### src/rtl/fetch_stage.sv
// Instruction fetch stage: PC sequencing, instruction memory handshake, one-entry stall buffer and IF/ID register.
// Optional macro FETCH_PERF_CNT_EN adds FetchCount/StallCount performance counters.
module fetch_stage #(
    parameter logic [31:0] RESET_PC = 32'h0040_0000
) (
    input  logic        clk,
    input  logic        reset,
    input  logic        Stall,
    input  logic        BranchTaken,
    input  logic [31:0] BranchTarget,
    output logic [31:0] IMemAddr,
    output logic        IMemReq,
    input  logic        IMemReady,
    input  logic [31:0] IMemData,
    output logic [31:0] Instruction_ID,
    output logic [31:0] PCPlus4_ID,
    output logic        Valid_ID,
    output logic [5:0]  OP
`ifdef FETCH_PERF_CNT_EN
    ,
    output logic [31:0] FetchCount,
    output logic [31:0] StallCount
`endif
);

    typedef enum logic [1:0] {
        S_FETCH   = 2'd0,
        S_HOLD    = 2'd1,
        S_DISCARD = 2'd2
    } state_t;

    state_t      state_q, state_d;
    logic [31:0] pc_q, pc_d;
    logic [31:0] tgt_q, tgt_d;
    logic [31:0] buf_instr_q, buf_instr_d;
    logic [31:0] buf_pc4_q, buf_pc4_d;
    logic [31:0] instr_id_q, instr_id_d;
    logic [31:0] pc4_id_q, pc4_id_d;
    logic        vld_id_q, vld_id_d;
    logic        load_id;
    logic [31:0] br_tgt;
    logic [31:0] pc_inc;

    assign br_tgt = BranchTarget & ~32'h3;
    assign pc_inc = pc_q + 32'd4;

    always_comb begin
        state_d     = state_q;
        pc_d        = pc_q;
        tgt_d       = tgt_q;
        buf_instr_d = buf_instr_q;
        buf_pc4_d   = buf_pc4_q;
        instr_id_d  = instr_id_q;
        pc4_id_d    = pc4_id_q;
        vld_id_d    = vld_id_q;
        load_id     = 1'b0;
        case (state_q)
            S_FETCH: begin
                if (BranchTaken) begin
                    vld_id_d = 1'b0;
                    // An unanswered request cannot be withdrawn; remember the target and swallow its data.
                    if (IMemReady) begin
                        pc_d = br_tgt;
                    end else begin
                        tgt_d   = br_tgt;
                        state_d = S_DISCARD;
                    end
                end else if (IMemReady) begin
                    pc_d = pc_inc;
                    if (Stall) begin
                        buf_instr_d = IMemData;
                        buf_pc4_d   = pc_inc;
                        state_d     = S_HOLD;
                    end else begin
                        instr_id_d = IMemData;
                        pc4_id_d   = pc_inc;
                        vld_id_d   = 1'b1;
                        load_id    = 1'b1;
                    end
                end else if (!Stall) begin
                    vld_id_d = 1'b0;
                end
            end
            S_HOLD: begin
                if (BranchTaken) begin
                    vld_id_d = 1'b0;
                    pc_d     = br_tgt;
                    state_d  = S_FETCH;
                end else if (!Stall) begin
                    instr_id_d = buf_instr_q;
                    pc4_id_d   = buf_pc4_q;
                    vld_id_d   = 1'b1;
                    load_id    = 1'b1;
                    state_d    = S_FETCH;
                end
            end
            S_DISCARD: begin
                vld_id_d = 1'b0;
                if (BranchTaken) begin
                    tgt_d = br_tgt;
                    if (IMemReady) begin
                        pc_d    = br_tgt;
                        state_d = S_FETCH;
                    end
                end else if (IMemReady) begin
                    pc_d    = tgt_q;
                    state_d = S_FETCH;
                end
            end
            default: state_d = S_FETCH;
        endcase
    end

    always_ff @(posedge clk or posedge reset) begin
        if (reset) begin
            state_q     <= S_FETCH;
            pc_q        <= RESET_PC;
            tgt_q       <= 32'h0;
            buf_instr_q <= 32'h0;
            buf_pc4_q   <= 32'h0;
            instr_id_q  <= 32'h0;
            pc4_id_q    <= 32'h0;
            vld_id_q    <= 1'b0;
        end else begin
            state_q     <= state_d;
            pc_q        <= pc_d;
            tgt_q       <= tgt_d;
            buf_instr_q <= buf_instr_d;
            buf_pc4_q   <= buf_pc4_d;
            instr_id_q  <= instr_id_d;
            pc4_id_q    <= pc4_id_d;
            vld_id_q    <= vld_id_d;
        end
    end

    assign IMemAddr       = pc_q;
    assign IMemReq        = (state_q != S_HOLD);
    assign Instruction_ID = vld_id_q ? instr_id_q : 32'h0;
    assign PCPlus4_ID     = pc4_id_q;
    assign Valid_ID       = vld_id_q;
    assign OP             = Instruction_ID[31:26];

`ifdef FETCH_PERF_CNT_EN
    logic [31:0] fetch_cnt_q, fetch_cnt_d;
    logic [31:0] stall_cnt_q, stall_cnt_d;

    always_comb begin
        fetch_cnt_d = load_id ? fetch_cnt_q + 32'd1 : fetch_cnt_q;
        stall_cnt_d = Stall ? stall_cnt_q + 32'd1 : stall_cnt_q;
    end

    always_ff @(posedge clk or posedge reset) begin
        if (reset) begin
            fetch_cnt_q <= 32'h0;
            stall_cnt_q <= 32'h0;
        end else begin
            fetch_cnt_q <= fetch_cnt_d;
            stall_cnt_q <= stall_cnt_d;
        end
    end

    assign FetchCount = fetch_cnt_q;
    assign StallCount = stall_cnt_q;
`else
    logic unused_load;
    assign unused_load = load_id;
`endif

endmodule

### config.mk
export PLATFORM = sky130hd
export DESIGN_NAME = fetch_stage
export DESIGN_NICKNAME = d
export VERILOG_FILES = /design/src/rtl/fetch_stage.sv
export SDC_FILE = /design/constraint.sdc
export NUM_CORES = 1
export LEC_CHECK = 0
export CAP_MARGIN = 20
export CORE_MARGIN = 2
export CORE_UTILIZATION = 50
export DETAILED_ROUTE_END_ITERATION = 6
export HOLD_SLACK_MARGIN = 0.05
export PLACE_DENSITY = 0.81
export SYNTH_ARGS = -nofsm -noshare
export SYNTH_HDL_FRONTEND = slang
export SYNTH_SLANG_ARGS = --single-unit
export TNS_END_PERCENT = 50
### constraint.sdc
create_clock -name clk -period 8.34 [get_ports clk]
set_clock_uncertainty 0.2 [all_clocks]
set_input_delay 1.668 -clock clk [delete_from_list [all_inputs] [get_ports clk]]
set_output_delay 1.668 -clock clk [all_outputs]
set_load 0.03 [all_outputs]
==> impl_table.tex <==
\begin{tabular}{lr}
\hline
Metric & Value \\
\hline
\multicolumn{2}{l}{\textbf{Status}} \\
Result of the run & completed \\
\multicolumn{2}{l}{\textbf{CTS}} \\
TritonCTS Sinks & 193 \\
Maximum count of clock buffers along a single path & 2 \\
\# Post-CTS Setup Buffers & 0 \\
TritonCTS buffer count & 17 \\
Clock slew at the register clock pins of the worst setup and hold paths & 0.08 ns \\
Maximum level of the CTS H-tree & 4 \\
Count of cells resized by post-cts repair & 0 \\
Clock latency reported for the late side of the worst-skew pair & 0.44 ns \\
TritonCTS clock tree & done \\
Clock Tree Root & sky130\_fd\_sc\_hd\_\_clkbuf\_16 \\
Count of hold buffers inserted by post-cts repair & 0 \\
\multicolumn{2}{l}{\textbf{Timing}} \\
Final critical path time including I/O delays and setup & 4.45 ns \\
Final setup fails & 0 \\
Unrepaired setup endpoints after global routing & false \\
F\_max & 224 MHz \\
Setup\_tns & 0 ns \\
Final count of pins violating max slew & 0 \\
Number of failing hold endpoints at the final stage & 0 \\
Measured slew at the worst slew-check pin & 1.11 ns \\
Relative max-transition margin & 26.1\% \\
Share of the cycle needed by the critical path after routing & 53.4\% \\
\multicolumn{2}{l}{\textbf{Route}} \\
Count of routing violations after the opening detailed-route iteration & 585 \\
Mean number of vias per cell & 5.86 \\
Post-detailed-route DRC marker count & 0 \\
Uppermost metal layer occupied by signal nets & met4 \\
First-pass iteration count of the detailed router & 6 \\
Final ANT Viol Nets & 0 \\
Routed WL & 24700 µm \\
Routed metal-1 wire length & 11100 µm \\
Detailed-routed wire length on met2 & 11300 µm \\
WL met3 & 1660 µm \\
Vias post-DR & 7842 \\
Detail-routed net length per standard cell & 18.5 µm \\
\multicolumn{2}{l}{\textbf{Die}} \\
Chip height & 143 µm \\
Number of top-level design ports & 173 \\
Die Area & 20500 µm² \\
Floorplan Core Area & 18900 µm² \\
Cell row count & 50 \\
Initial core utilization & 51.4\% \\
Width of the die & 143 µm \\
\multicolumn{2}{l}{\textbf{Layout}} \\
Commonest non-fill, non-tap cells in the layout & sky130\_fd\_sc\_hd\_\_dfrtp\_1, sky130\_fd\_sc\_hd\_\_clkdlybuf4s50\_1, sky130\_fd\_sc\_hd\_\_o21ai\_0 \\
Final net count & 1140 \\
Area grow syn2layout & 25.2\% \\
Non-filler cells, final & 1339 \\
Post-route cell area & 12100 µm² \\
Layout cells sized above 1 & 12.4\% \\
Antenna cell count & 0 \\
Most common cell after layout, fill and taps aside & sky130\_fd\_sc\_hd\_\_dfrtp\_1 \\
\multicolumn{2}{l}{\textbf{Yosys}} \\
Most used flip-flop cell after synthesis & sky130\_fd\_sc\_hd\_\_dfrtp\_1 \\
\#FFs+latches synth & 193 \\
Most area-consuming cells after synthesis & sky130\_fd\_sc\_hd\_\_dfrtp\_1, sky130\_fd\_sc\_hd\_\_mux2\_2, sky130\_fd\_sc\_hd\_\_o21ai\_0 \\
Sequential-to-total area share from yosys stat & 49.8\% \\
Synthesized instance count & 947 \\
Post-synth EDFFs & 0 \\
Fraction of synthesized cell area taken by the top area cell type & 49.5\% \\
Number of distinct library cells after synthesis & 59 \\
Cell type with the largest total area after synthesis & sky130\_fd\_sc\_hd\_\_dfrtp\_1 \\
Post-Synthesis Net Count & 1021 \\
Async set-reset flop share out of synthesis & 100\% \\
Synthesized cell area & 9700 µm² \\
Ys Warns & 0 \\
Average instance area after synthesis & 10.2 µm² \\
\multicolumn{2}{l}{\textbf{Setup path}} \\
Required time reported for the critical path endpoint & 8.51 ns \\
CP max stage delay & 0.93 ns \\
Launch point of the worst reg-to-reg path & state\_q[1]\$\_DFFE\_PP0P\_ \\
Critical path launch point type & input port \\
FF-to-FF End & PCPlus4\_ID[25]\$\_DFFE\_PP0P\_ \\
Reg2reg path depth & 8 \\
Cells along the critical path & clkdlybuf4s50\_1 -> mux2i\_1 -> or3\_2 -> buf\_4 -> or4\_1 -> nand3\_1 \\
Crit end category & register \\
Endpoint arrival time on the critical path & 4.62 ns \\
Reg-to-reg slack, setup & 4.49 ns \\
Slowest library cell on the worst path & sky130\_fd\_sc\_hd\_\_clkdlybuf4s50\_1 \\
Type of the worst setup path & in2reg \\
Worst Path Max Fanout & 68 \\
\multicolumn{2}{l}{\textbf{Worst hold path}} \\
WHS Endpoint & instr\_id\_q[26]\$\_DFFE\_PP0P\_ \\
Hold crit path type & reg2reg \\
Number of cells on the worst hold path & 2 \\
Hold wc startpoint & instr\_id\_q[26]\$\_DFFE\_PP0P\_ \\
\multicolumn{2}{l}{\textbf{GRT}} \\
First-pass GRT wire length & 39600 µm \\
All-layer global routing usage & 24.4\% \\
Vias in the first global route & 7600 \\
Sum of overflow across all layers after global routing & 0 \\
Initial antenna violation count & 0 \\
Pin count of the biggest net entering global routing & 121 \\
\multicolumn{2}{l}{\textbf{Power and ir drop}} \\
Reported leakage power & 5.06 nW \\
Power density normalized to cell area & 366 nW/µm² \\
Peak supply drop & 0.213 mV \\
\multicolumn{2}{l}{\textbf{Placed design}} \\
Standard cell area after detailed placement & 11500 µm² \\
Count of input and output buffers & 170 \\
Global placement routability congestion & 0.909 \\
Detailed placement HPWL & 16300 µm \\
Total instance count after detailed placement & 1306 \\
\multicolumn{2}{l}{\textbf{Run}} \\
Max-cap check violation count & 0 \\
\hline
\end{tabular}
==> worst max path at each step <==
stage	slack (ns)	from	depth (start not counted)	endpoint
2_1_floorplan	1.22	reset	1	IMemAddr[0]$_DFFE_PP0P_
3_3_place_gp	3.49	IMemReady	6	PCPlus4_ID[25]$_DFFE_PP0P_
3_5_place_dp	3.48	IMemReady	6	PCPlus4_ID[25]$_DFFE_PP0P_
4_1_cts	3.90	IMemReady	6	PCPlus4_ID[25]$_DFFE_PP0P_
5_1_grt	3.71	IMemReady	6	PCPlus4_ID[25]$_DFFE_PP0P_
6_report	3.89	IMemReady	6	PCPlus4_ID[25]$_DFFE_PP0P_
==> per-layer routing <==
metal  up-vias  GRT usage (%)
met5         -              0
met3        34           4.53
met1      3853           34.3
li1       3650              -
met4         0           9.39
met2       305           37.7
==> registers in the layout, summed over array words and instances (netlist names) <==
register     cells
IMemAddr        32
PCPlus4_ID      32
Valid_ID         1
buf_instr_q     32
buf_pc4_q       32
instr_id_q      32
state_q          2
tgt_q           30
==> worst max-delay path, delay by kind of cell <==
kind	cells	cell delay (ns)
multiplexers	1	0.22
buffers and inverters	2	1.37
AND/OR/NAND/NOR	3	1.35
==> layout make-up <==
class                   instances  area (µm²)
inverters                      22        90.1
clock buffers                  17         425
clock inverters                15         191
well taps                     260         325
fillers                      1539        6740
repair buffers                181        1800
flip-flops and latches        193        4830
multi-input cells             651        4480
==> stage by stage <==
stage          hold WS (ns)  utilization, %  power [W]  setup WS (ns)
2_1_floorplan         0.242               -    0.00291           1.22
3_3_place_gp          0.253            60.9    0.00352           3.49
3_5_place_dp          0.263            61.0    0.00361           3.48
4_1_cts               0.280            64.3    0.00446           3.90
5_1_grt               0.299            64.3    0.00471           3.71
6_report              0.273            64.3    0.00444           3.89
==> Yosys cell counts (3+ instances only) <==
library cell / instances
sky130_fd_sc_hd__a211oi_1: 3
sky130_fd_sc_hd__a21boi_0: 8
sky130_fd_sc_hd__a21oi_1: 32
sky130_fd_sc_hd__a221oi_1: 3
sky130_fd_sc_hd__a222oi_1: 17
sky130_fd_sc_hd__a22o_1: 8
sky130_fd_sc_hd__a22oi_1: 5
sky130_fd_sc_hd__a31oi_1: 9
sky130_fd_sc_hd__and2_1: 39
sky130_fd_sc_hd__and3_1: 15
sky130_fd_sc_hd__and4_1: 7
sky130_fd_sc_hd__buf_1: 6
sky130_fd_sc_hd__buf_2: 7
sky130_fd_sc_hd__buf_4: 10
sky130_fd_sc_hd__clkbuf_1: 56
sky130_fd_sc_hd__dfrtp_1: 192
sky130_fd_sc_hd__ha_1: 5
sky130_fd_sc_hd__inv_1: 21
sky130_fd_sc_hd__mux2_2: 74
sky130_fd_sc_hd__mux2i_1: 44
sky130_fd_sc_hd__nand2_1: 93
sky130_fd_sc_hd__nand3_1: 15
sky130_fd_sc_hd__nand4_1: 10
sky130_fd_sc_hd__nor2_1: 30
sky130_fd_sc_hd__nor2b_1: 5
sky130_fd_sc_hd__nor3_1: 25
sky130_fd_sc_hd__nor4_1: 8
sky130_fd_sc_hd__o21ai_0: 110
sky130_fd_sc_hd__o22ai_1: 5
sky130_fd_sc_hd__o2bb2ai_1: 13
sky130_fd_sc_hd__o31a_1: 8
sky130_fd_sc_hd__o31ai_1: 7
sky130_fd_sc_hd__xnor2_1: 14
sky130_fd_sc_hd__xor2_1: 7
==> logic make-up (layout without fill, tap and decap cells) <==
family	count (synthesis)	in the layout	synth area share [%]
buffers and inverters	103	235	4.49
multiplexers	118	118	13.1
AO/OA/AOI/OAI	247	247	16.3
XOR/XNOR	21	21	1.90
flip-flops	193	193	49.8
AND/OR/NAND/NOR	260	260	13.8
adder cells (fa/ha/maj)	5	5	0.645
==> where the power goes <==
part | switching (W) | internal [W]
sequential | 0.000335 | 0.00135
combinational | 0.00108 | 0.000842
clock | 0.000423 | 0.000410
total | 0.00184 | 0.00260
No activity file was read; power rests on OpenSTA's default activity.
